`src/rtl/alu_pkg.sv`:
```
// Shared encodings for alu_pipe: operation-select fields, full opcodes and FSM states.
// S[0] picks arithmetic vs. the rest, S[1] picks logic vs. compare, S[3:2] picks the sub-op.
package alu_pkg;

  localparam logic [1:0] SUB_ADD = 2'b00;
  localparam logic [1:0] SUB_SUB = 2'b01;
  localparam logic [1:0] SUB_INC = 2'b10;
  localparam logic [1:0] SUB_MUL = 2'b11;

  localparam logic [1:0] SUB_AND = 2'b00;
  localparam logic [1:0] SUB_OR  = 2'b01;
  localparam logic [1:0] SUB_XOR = 2'b10;
  localparam logic [1:0] SUB_NOT = 2'b11;

  localparam logic [1:0] SUB_EQ  = 2'b00;
  localparam logic [1:0] SUB_GT  = 2'b01;
  localparam logic [1:0] SUB_LT  = 2'b10;
  localparam logic [1:0] SUB_MAX = 2'b11;

  localparam logic [3:0] OP_ADD = 4'b0000;
  localparam logic [3:0] OP_SUB = 4'b0100;
  localparam logic [3:0] OP_INC = 4'b1000;
  localparam logic [3:0] OP_MUL = 4'b1100;
  localparam logic [3:0] OP_AND = 4'b0001;
  localparam logic [3:0] OP_OR  = 4'b0101;
  localparam logic [3:0] OP_XOR = 4'b1001;
  localparam logic [3:0] OP_NOT = 4'b1101;
  localparam logic [3:0] OP_EQ  = 4'b0011;
  localparam logic [3:0] OP_GT  = 4'b0111;
  localparam logic [3:0] OP_LT  = 4'b1011;
  localparam logic [3:0] OP_MAX = 4'b1111;

  typedef enum logic [1:0] {
    ST_IDLE,
    ST_MUL,
    ST_HOLD
  } state_t;

  function automatic logic isMulOp(input logic [3:0] s);
    return (s[0] == 1'b0) && (s[3:2] == SUB_MUL);
  endfunction

endpackage

```
`src/rtl/alu_mul_seq.sv`:
```
// Sequential shift-add multiplier: one bit of the multiplier per cycle after i_start.
// o_done and o_prod are combinational in the cycle of the final iteration.
module alu_mul_seq #(
  parameter int WIDTH = 8
) (
  input  logic               i_clk,
  input  logic               i_rst,
  input  logic               i_start,
  input  logic [WIDTH-1:0]   i_a,
  input  logic [WIDTH-1:0]   i_b,
  output logic               o_done,
  output logic [2*WIDTH-1:0] o_prod
);

  localparam int CW = $clog2(WIDTH);

  logic [2*WIDTH-1:0] r_mcand;
  logic [WIDTH-1:0]   r_mplier;
  logic [2*WIDTH-1:0] r_prod;
  logic [CW-1:0]      r_cnt;
  logic               r_busy;
  logic [2*WIDTH-1:0] w_prodNext;

  assign w_prodNext = r_prod + (r_mplier[0] ? r_mcand : '0);
  assign o_done     = r_busy && (r_cnt == CW'(WIDTH - 1));
  assign o_prod     = w_prodNext;

  always_ff @(posedge i_clk) begin
    if (i_rst) begin
      r_mcand  <= '0;
      r_mplier <= '0;
      r_prod   <= '0;
      r_cnt    <= '0;
      r_busy   <= 1'b0;
    end else if (i_start) begin
      r_mcand  <= {{WIDTH{1'b0}}, i_a};
      r_mplier <= i_b;
      r_prod   <= '0;
      r_cnt    <= '0;
      r_busy   <= 1'b1;
    end else if (r_busy) begin
      r_prod   <= w_prodNext;
      r_mcand  <= r_mcand << 1;
      r_mplier <= r_mplier >> 1;
      r_cnt    <= r_cnt + CW'(1);
      if (o_done) r_busy <= 1'b0;
    end
  end

endmodule

```
`src/rtl/alu_pipe.sv`:
```
// Handshaked ALU: single-cycle arithmetic/logic/compare ops, multi-cycle multiply,
// and an accumulator that can stand in for operand A.
module alu_pipe
  import alu_pkg::*;
#(
  parameter int WIDTH = 8
) (
  input  logic             CLK,
  input  logic             RST,
  input  logic             IN_VALID,
  output logic             IN_READY,
  input  logic [WIDTH-1:0] A,
  input  logic [WIDTH-1:0] B,
  input  logic [3:0]       S,
  input  logic             ACC_EN,
  output logic             OUT_VALID,
  input  logic             OUT_READY,
  output logic [WIDTH-1:0] F,
  output logic [WIDTH-1:0] F_HI,
  output logic             C_OUT,
  output logic             ZERO
);

  state_t             r_state;
  state_t             w_nextState;
  logic [WIDTH-1:0]   r_f;
  logic [WIDTH-1:0]   r_fHi;
  logic [WIDTH-1:0]   r_acc;
  logic               r_cOut;
  logic               r_outValid;
  logic               w_accept;
  logic               w_isMul;
  logic               w_mulStart;
  logic               w_mulDone;
  logic [WIDTH-1:0]   w_opA;
  logic [WIDTH-1:0]   w_aluF;
  logic               w_aluC;
  logic [2*WIDTH-1:0] w_prod;

  assign IN_READY   = (r_state == ST_IDLE) && (!r_outValid || OUT_READY);
  assign w_accept   = IN_VALID && IN_READY;
  assign w_isMul    = isMulOp(S);
  assign w_mulStart = w_accept && w_isMul;
  assign w_opA      = ACC_EN ? r_acc : A;

  assign OUT_VALID = r_outValid;
  assign F         = r_f;
  assign F_HI      = r_fHi;
  assign C_OUT     = r_cOut;
  assign ZERO      = (r_f == '0);

  alu_mul_seq #(.WIDTH(WIDTH)) u_mul (
    .i_clk   (CLK),
    .i_rst   (RST),
    .i_start (w_mulStart),
    .i_a     (w_opA),
    .i_b     (B),
    .o_done  (w_mulDone),
    .o_prod  (w_prod)
  );

  always_comb begin
    w_aluF = '0;
    w_aluC = 1'b0;
    if (!S[0]) begin
      case (S[3:2])
        SUB_ADD: {w_aluC, w_aluF} = {1'b0, w_opA} + {1'b0, B};
        SUB_SUB: begin
          w_aluF = w_opA - B;
          w_aluC = (w_opA < B);
        end
        SUB_INC: {w_aluC, w_aluF} = {1'b0, w_opA} + {{WIDTH{1'b0}}, 1'b1};
        default: ;
      endcase
    end else if (!S[1]) begin
      case (S[3:2])
        SUB_AND: w_aluF = w_opA & B;
        SUB_OR:  w_aluF = w_opA | B;
        SUB_XOR: w_aluF = w_opA ^ B;
        default: w_aluF = ~w_opA;
      endcase
    end else begin
      case (S[3:2])
        SUB_EQ:  w_aluF = {{(WIDTH-1){1'b0}}, (w_opA == B)};
        SUB_GT:  w_aluF = {{(WIDTH-1){1'b0}}, (w_opA > B)};
        SUB_LT:  w_aluF = {{(WIDTH-1){1'b0}}, (w_opA < B)};
        default: w_aluF = (w_opA > B) ? w_opA : B;
      endcase
    end
  end

  always_ff @(posedge CLK) begin
    if (RST) r_state <= ST_IDLE;
    else     r_state <= w_nextState;
  end

  always_comb begin
    w_nextState = r_state;
    case (r_state)
      ST_IDLE: if (w_mulStart) w_nextState = ST_MUL;
      ST_MUL:  if (w_mulDone)  w_nextState = OUT_READY ? ST_IDLE : ST_HOLD;
      ST_HOLD: if (OUT_READY)  w_nextState = ST_IDLE;
      default: w_nextState = ST_IDLE;
    endcase
  end

  // Result register doubles as the accumulator source; it only moves on production or hand-off.
  always_ff @(posedge CLK) begin
    if (RST) begin
      r_f        <= '0;
      r_fHi      <= '0;
      r_cOut     <= 1'b0;
      r_outValid <= 1'b0;
      r_acc      <= '0;
    end else if (w_accept && !w_isMul) begin
      r_f        <= w_aluF;
      r_fHi      <= '0;
      r_cOut     <= w_aluC;
      r_outValid <= 1'b1;
      r_acc      <= w_aluF;
    end else if (w_mulDone) begin
      r_f        <= w_prod[WIDTH-1:0];
      r_fHi      <= w_prod[2*WIDTH-1:WIDTH];
      r_cOut     <= |w_prod[2*WIDTH-1:WIDTH];
      r_outValid <= 1'b1;
      r_acc      <= w_prod[WIDTH-1:0];
    end else if (r_outValid && OUT_READY) begin
      r_outValid <= 1'b0;
    end
  end

endmodule

```
`config.mk`:
```
export PLATFORM = sky130hd
export DESIGN_NAME = alu_pipe
export DESIGN_NICKNAME = d
export VERILOG_FILES = /design/src/rtl/alu_pkg.sv /design/src/rtl/alu_mul_seq.sv /design/src/rtl/alu_pipe.sv
export SDC_FILE = /design/constraint.sdc
export NUM_CORES = 1
export LEC_CHECK = 0
export ABC_AREA = 1
export CAP_MARGIN = 20
export CORE_MARGIN = 5
export CORE_UTILIZATION = 64
export CTS_CLUSTER_SIZE = 24
export DETAILED_ROUTE_END_ITERATION = 10
export PLACE_DENSITY = 0.87
export SYNTH_ARGS = -nofsm -noshare
export SYNTH_HDL_FRONTEND = slang
export SYNTH_SLANG_ARGS = --single-unit
```
`constraint.sdc`:
```
create_clock -name CLK -period 3.5 [get_ports CLK]
set_input_delay 0.35 -clock CLK [delete_from_list [all_inputs] [get_ports CLK]]
set_output_delay 0.35 -clock CLK [all_outputs]
set_load 0.005 [all_outputs]
```
Word level (Yosys, flattened, before mapping)
Cells that the tools add are included.
- register bits: 64
- logic and storage cells: 82
- bits of input ports: 25
- output and inout port bits: 20
- reduce and logical (&&, ||, !) cells: 20
- muxes and demuxes: 29
- bitwise gates (word level): 5
- magnitude comparators: 2
- $add $sub $neg: 5
- equality and inequality tests: 10
- operator list (operator ; number):
    $mux W8 ; 10
    $pmux W8 S3 ; 3
    $add A16 B16 Y16 ; 1
    $mux W16 ; 1
    $add A8 B1 Y9 const B ; 1
    $add A8 B8 Y9 ; 1
    $mux W1 ; 9
    $and A8 B8 Y8 ; 1
    $eq A8 B8 Y1 ; 1
    $gt A8 B8 Y1 ; 1
    $logic_not A8 Y1 ; 1
    $lt A8 B8 Y1 ; 1
    $mux W2 ; 4
    $not A8 Y8 ; 1
    $or A8 B8 Y8 ; 1
    $reduce_or A8 Y1 ; 1
    $sub A8 B8 Y8 ; 1
    $xor A8 B8 Y8 ; 1
    $logic_and A1 B1 Y1 ; 7
    $eq A2 B2 Y1 const B ; 3
    $pmux W2 S3 ; 1
    $eq A2 B1 Y1 const B ; 2
    $logic_not A2 Y1 ; 2
    $ne A2 B1 Y1 const B ; 2
    other kinds (11) ; 14

Logic depth before layout (Yosys ltp)
Gate-level depths: netlist of run 1.
- depth after elaboration: 7
- mapped depth: 20

Cells and area by module
Synthesis of run 1 repeated with hierarchy kept, for this count alone.
- cell total of the unflattened synthesis: 915
- area, all modules: 5521.5 um^2
- modules (own cells, without submodules) (module ; cells each ; area an instance (um^2) ; instances ; sequential area each (um^2)):
    alu_mul_seq ; 434 ; 2831.5 ; 1 ; 880.8
    alu_pipe ; 481 ; 2690.1 ; 1 ; 400.4

Least setup slack after synthesis of run 1
OpenSTA, ideal clock, no wires.
- path type: input to register
- start: input ACC_EN
- end: register r_acc[0]
- required time: 3366 ps
- arrival time: 2245 ps
- path slack: 1121 ps
- stages on the path: 20
- cells stage by stage: buf_4 -> nand2_1 -> nand2_1 -> inv_1 -> ha_1 -> inv_1 -> fa_1 -> nand2_1 -> nand2_1 -> nand2_2 -> nand2_4 -> nand2_4 -> buf_6 -> nand2_1 -> nand2_1 -> nand3_1 -> nand2_1 -> nand2_1 -> nand2_1 -> a21oi_1
- cells in the longest elaborated chain, start to end: 7
- elaborated cells between the ends (all ways): 18
- classes of those cells: add/sub: 3; order compare: 2; eq/ne: 1; mux: 8; bitwise: 4
- RTL lines (item ; line ; RTL):
    from (decl) ; alu_pipe.sv:15 ; input logic ACC_EN,
    $mux W8 (*) ; alu_pipe.sv:44 ; assign w_opA = ACC_EN ? r_acc : A;
    $gt A8 B8 Y1 ; alu_pipe.sv:85, alu_pipe.sv:87 ;
    $mux W8 ; alu_pipe.sv:87 ; default: w_aluF = (w_opA > B) ? w_opA : B;
    $pmux W8 S3 ; alu_pipe.sv:83 ; case (S[3:2])
    $mux W8 ; alu_pipe.sv:75 ; end else if (!S[1]) begin
    $mux W8 (*) ; alu_pipe.sv:65 ; if (!S[0]) begin
    $mux W8 (*) ; alu_pipe.sv:115 ; end else if (w_accept && !w_isMul) begin
    to (signal assigned) ; alu_pipe.sv:120 ; r_acc <= w_aluF;
    to (signal assigned) ; alu_pipe.sv:126 ; r_acc <= w_prod[WIDTH-1:0];
    to (decl) ; alu_pipe.sv:28 ; logic [WIDTH-1:0] r_acc;
Every way passes the cells marked *; elsewhere a longest branch is shown, timed or not.
A chain may end at the register's enable or synchronous reset.

Final worst setup path of run 1
- start: input ACC_EN
- end: register r_acc[2]
- cells in the longest elaborated chain, start to end: 7
- elaborated cells between the ends (all ways): 16
- classes of those cells: add/sub: 3; order compare: 1; mux: 8; bitwise: 4
- RTL lines (item ; line):
    $mux W8 (*) ; alu_pipe.sv:44
    $gt A8 B8 Y1 ; alu_pipe.sv:87
    $mux W8 ; alu_pipe.sv:87
    $pmux W8 S3 ; alu_pipe.sv:83
    $mux W8 ; alu_pipe.sv:75
    $mux W8 (*) ; alu_pipe.sv:65
    $mux W8 (*) ; alu_pipe.sv:115
Marks and branches as above.

==> results of run 1 <==
cells in the mapped netlist (8+ instances only):
| cell type | n |
|---|---|
| a21oi_1 | 54 |
| o21ai_1 | 11 |
| inv_1 | 110 |
| o21ai_0 | 30 |
| clkbuf_1 | 14 |
| a31oi_1 | 15 |
| ha_1 | 42 |
| nor2_1 | 62 |
| o211ai_1 | 15 |
| nand4_1 | 10 |
| nand3_1 | 79 |
| inv_2 | 8 |
| dfxtp_1 | 64 |
| buf_2 | 9 |
| nand2_1 | 305 |
final timing paths:
| kind | from | to | cells after the start |
|---|---|---|---|
| max | ACC_EN | r_acc[2] | 19 |
| min | u_mul.r_cnt[1] | u_mul.r_cnt[1] | 2 |
| max reg2reg | u_mul.r_mplier[0] | C_OUT | 15 |
| min reg2reg | u_mul.r_cnt[1] | u_mul.r_cnt[1] | 2 |
stage by stage:
stage                     util, %  setup WS (ns)  std cells  hold slack (ns)  total power [W]
after floorplan                 -           1.12        893            0.441          0.00114
after global placement       71.4          0.267       1018            0.452          0.00129
after detailed placement     71.4          0.141       1018            0.463          0.00130
after CTS                    74.1          0.492       1034            0.476          0.00204
after global routing         74.1          0.124       1034            0.485          0.00215
final                        74.1          0.388       1034            0.473          0.00206
power breakdown:
part	leakage (nW)	switching (W)	internal [W]	total, W
Combinational	2.39	0.000345	0.000189	0.000534
Sequential	0.519	0.0000208	0.000750	0.000771
Clock	0.111	0.000342	0.000410	0.000751
worst register-to-register path: cells and delay by family, from the launching register on:
| family | cells | cell delay, ns |
|---|---|---|
| flip-flops | 1 | 0.77 |
| adder cells (fa/ha/maj) | 1 | 0.28 |
| AND/OR/NAND/NOR | 10 | 1.19 |
| AO/OA/AOI/OAI | 2 | 0.30 |
| buffers and inverters | 2 | 0.16 |
area by class of cell:
cell class,count,share of cell area [%]
multi-input combinational,679,57.7
sequential,64,21.0
clock buffer,9,2.03
clock inverter,7,1.68
inverter,120,7.39
tap,105,2.16
timing repair buffer,50,7.97
sequential cells by signal, indices dropped and copies added (netlist names):
| signal | cells |
|---|---|
| OUT_VALID | 1 |
| u_mul.r_prod | 16 |
| u_mul.r_mcand | 16 |
| C_OUT | 1 |
| r_acc | 8 |
| u_mul.r_mplier | 8 |
| u_mul.r_busy | 1 |
| u_mul.r_cnt | 3 |
| F_HI | 8 |
| r_state | 2 |
logic make-up (layout without fill, tap and decap cells):
family                   Yosys count  after routing  share of synthesized area, %
adder cells (fa/ha/maj)           45             45                          10.9
AND/OR/NAND/NOR                  485            485                          37.8
buffers and inverters            150            186                          11.1
XOR/XNOR                           9              9                          1.46
flip-flops                        64             64                          23.7
AO/OA/AOI/OAI                    140            140                          15.1
routing by layer:
metal	share of wire, %	wire length [um]	vias to the layer above	GRT usage (%)
met4	2.6	420	0	10.6
met2	44	7190	326	48.8
met1	42	6930	2714	44.5
met3	11	1800	39	8.33
li1	-	-	2943	-
met5	0	0	-	0
==> impl_metrics.json, run 1 <==
{
  "post_cts_buffers": 0,
  "wl_per_cell_um": 15.8,
  "ys_seq_area_share_pct": 23.7,
  "setup.worst_path.end_class": "flop",
  "start_util_pct": 65.7,
  "tns_ns": 0,
  "drt_iter0_drc": 561,
  "synth_edf_count": 0,
  "die_w_um": 102,
  "cts.htree.levels": 3,
  "critPathMaxStageDelay_ns": 0.62,
  "ant_nets": 0,
  "drive_gt1_share_pct": 5.81,
  "yosys-top-cells-area": "dfxtp_1, nand2_1, ha_1, inv_1, nand3_1",
  "clkLatencyLatePin_ns": 0.36,
  "synth_top_cell_by_area": "dfxtp_1",
  "critPathLaunchType": "input pin",
  "seqCellArea_um2": 1280,
  "cpMostUsedCell": "nand2_1",
  "viasPerCell": 5.82,
  "powerDensity_nw_per_um2": 338,
  "slowest_stage": "clkdlybuf4s50_1",
  "postRouteWirelength_um": 16300,
  "synth.avg_cell_area_um2": 6.04,
  "status": "complete, no violations",
  "p_leak_nw": 3.02,
  "path_cells": "clkdlybuf4s50_1, inv_2, nand2_1, nand2_1, inv_2, ha_1, inv_1, a21oi_1, nand2_1, nand2_2, nand2_4, nand2_4, nand2_1, nand3_1, o21ai_1, nand2_1, nand2_1, nand2_1, a21oi_1",
  "post_dp_cell_area_um2": 5870,
  "worst-path-buf-inv": 4,
  "root_buffer": "clkbuf_8",
  "vdd_ir_drop_max_mv": 0.230,
  "num-fill-cells": 712,
  "synth_warnings": 0,
  "fin_crit_ns": 3.11,
  "grtUsageTotal_pct": 32.1,
  "hold_viol": 0,
  "cp_data_required_time_ns": 3.74,
  "final_common_cell": "nand2_1",
  "rsz0062_at_grt": "no",
  "synth_top_area_share_pct": 23.7,
  "antenna_cells": 0,
  "setup_viol": 0,
  "async_flop_share_pct": 0,
  "firstDrtPassIters": 5,
  "grt_max_degree": 54,
  "synth_nets": 963,
  "postCtsHoldBufs": 0,
  "clock.fmax_ghz": 0.321,
  "antenna_found_initial": 0,
  "ff2ff_setup_slack_ns": 0.69,
  "multi_input_area_um2": 3520,
  "die-area_um2": 10400,
  "cp_max_fo": 13,
  "hold_path.class": "flop to flop",
  "ys_types": 39,
  "synth_seq_cells": 64,
  "clock-sinks": 64,
  "port_buffers": 44,
  "gp_congestion": 0.989,
  "clk_pin_slew_worst_paths_ns": 0.09,
  "timing.slew.headroom_pct": 52.3,
  "maxCapViolCount": 0,
  "route.detailed.drc": 0,
  "fin_crit_sh_pct": 88.9,
  "arrival_ns": 3.35,
  "layout_common_cells": "nand2_1, inv_1, nand3_1",
  "skew_ns": 0.0137,
  "syn_inst": 893,
  "crit_type": "input pin to flop",
  "rows": 33,
  "layout.nets": 994,
  "synth-main-ff-cell": "dfxtp_1",
  "grt.overflow.total": 0,
  "cts.repair.resized": 0,
  "dp_hpwl_um": 12600,
  "syn2layout_area_growth_pct": 12.9,
  "critPathTopFamily": "buffers and inverters",
  "cts_buffers": 9,
  "syn-cell-area_um2": 5400,
  "tightest_slew_ns": 0.714,
  "clock_path_buffers": 2,
  "ioPinCount": 45,
  "grt_pass1_vias": 5541,
  "core_um2": 8220,
  "finish.instance_area_um2": 6090,
  "die_h_um": 102,
  "routed-via-count": 6022,
  "cts_tree": "done",
  "slew_viol_final": 0,
  "grt_first_pass_wirelength_um": 26400
}
Note: power is estimated with default switching activity, not from simulation.
==> run 2, diff against run 1 <==
Settings changed: CTS_CLUSTER_DIAMETER from default to 150.
==> results of run 2 <==
Final layout, timing and power as in run 1 (identical DEF).
==> run 3, diff against run 2 <==
Clock period 3.5 ns to 3.8 ns, I/O delays scaled along.
==> impl_metrics.json, run 3 (synthesis results as in run 1) <==
{
  "die-area_um2": 10400,
  "ioPinCount": 45,
  "grt_pass1_vias": 5367,
  "core_um2": 8220,
  "fin_crit_ns": 3.13,
  "layout.nets": 993,
  "grt_max_degree": 54,
  "viasPerCell": 5.82,
  "clock_path_buffers": 2,
  "skew_ns": 0.0119,
  "cts.repair.resized": 0,
  "antenna_cells": 0,
  "rsz0062_at_grt": "no",
  "drt_iter0_drc": 648,
  "cts.htree.levels": 3,
  "routed-via-count": 6008,
  "fin_crit_sh_pct": 82.3,
  "cp_max_fo": 12,
  "tns_ns": 0,
  "gp_congestion": 1.09,
  "timing.slew.headroom_pct": 51.7,
  "critPathLaunchType": "input pin",
  "clock-sinks": 64,
  "powerDensity_nw_per_um2": 291,
  "slew_viol_final": 0,
  "grt_first_pass_wirelength_um": 26300,
  "post_cts_buffers": 0,
  "die_w_um": 102,
  "hold_slack_ns": 0.469,
  "vdd_ir_drop_max_mv": 0.305,
  "layout_common_cells": "nand2_1, inv_1, nand3_1",
  "syn2layout_area_growth_pct": 11.9,
  "hold_path.class": "flop to flop",
  "hold_viol": 0,
  "clkLatencyLatePin_ns": 0.35,
  "clk_pin_slew_worst_paths_ns": 0.08,
  "grtUsageTotal_pct": 31.9,
  "ant_nets": 0,
  "start_util_pct": 65.7,
  "postRouteWirelength_um": 16200,
  "maxCapViolCount": 0,
  "cts_buffers": 9,
  "crit_type": "input pin to flop",
  "postCtsHoldBufs": 0,
  "route.detailed.drc": 0,
  "cts_tree": "done",
  "grt.overflow.total": 0,
  "p_leak_nw": 2.99,
  "arrival_ns": 3.36,
  "biggestRegsByFlops": "u_mul.r_mcand: 16 flops, u_mul.r_prod: 16 flops",
  "setup.worst_path.end_class": "flop",
  "antenna_found_initial": 0,
  "die_h_um": 102,
  "drive_gt1_share_pct": 5.71,
  "clock.fmax_ghz": 0.320,
  "cp_data_required_time_ns": 4.03,
  "root_buffer": "clkbuf_8",
  "firstDrtPassIters": 8,
  "final_common_cell": "nand2_1",
  "num-fill-cells": 701,
  "tightest_slew_ns": 0.724,
  "wl_per_cell_um": 15.7,
  "status": "complete, no violations",
  "setup_viol": 0,
  "dp_hpwl_um": 12600,
  "port_buffers": 44,
  "rows": 33
}
[run 3: cell count changes in the layout (fill, tap and decap cells not counted)]
cell and change:
buf_4 -1, bufinv_16 -2, clkbuf_8 +1, clkinv_2 +2
clkinv_4 -1, clkinvlp_4 +1, inv_6 -1
[run 3: critical path, stage by stage]
cell and delay (ns):
clkdlybuf4s50_1 0.73, inv_2 0.15, nand2_1 0.09, nand2_1 0.14
inv_1 0.22, ha_1 0.18, inv_1 0.08, fa_1 0.42
nand2_1 0.09, nand2_1 0.09, nand2_2 0.09, nand2_4 0.09
nand2_4 0.14, nand2_1 0.08, nand3_1 0.07, nand2_1 0.05
nand2_1 0.06, nand3_1 0.08, nand2_1 0.07, a21oi_1 0.07
[run 3: metrics by stage]
step | total power (W) | setup WS, ns | area (um2) | instances | util [%]
2_1_floorplan | 0.00105 | 1.39 | 5400 | 893 | -
3_3_place_gp | 0.00119 | 0.531 | 5860 | 1017 | 71.3
3_5_place_dp | 0.00120 | 0.367 | 5860 | 1017 | 71.3
4_1_cts | 0.00174 | 0.736 | 6040 | 1033 | 73.5
5_1_grt | 0.00184 | 0.372 | 6040 | 1033 | 73.5
6_report | 0.00176 | 0.672 | 6040 | 1033 | 73.5
[run 3: worst paths after layout]
path                          start             end  slack, ns  depth (start not counted)
setup / recovery             ACC_EN        r_acc[6]       0.67                         20
hold reg to reg      u_mul.r_cnt[1]  u_mul.r_cnt[1]       0.47                          2
setup reg to reg  u_mul.r_mplier[0]           C_OUT       1.00                         15
hold / removal       u_mul.r_cnt[1]  u_mul.r_cnt[1]       0.47                          2
[run 3: layout make-up]
| type | instances | area [um2] | share of cell area, % |
|---|---|---|---|
| sequential | 64 | 1280 | 21.2 |
| multi-input combinational | 679 | 3520 | 58.2 |
| inverter | 120 | 450 | 7.46 |
| clock inverter | 6 | 42.5 | 0.705 |
| tap | 105 | 131 | 2.18 |
| clock buffer | 10 | 138 | 2.28 |
| timing repair buffer | 49 | 478 | 7.92 |
[run 3: power breakdown]
part           internal [W]  leakage (nW)  switching [W]
logic              0.000173          2.39       0.000319
registers          0.000691         0.519      0.0000194
clock network      0.000257        0.0891       0.000298
[run 3: metal layers]
layer / vias up / track usage (%) / share of wire [%]
li1: 2938 / - / -
met1: 2713 / 45.3 / 43
met2: 336 / 50.6 / 45
met3: 21 / 6.62 / 10
met4: 0 / 6.56 / 1.2
met5: - / 0 / 0
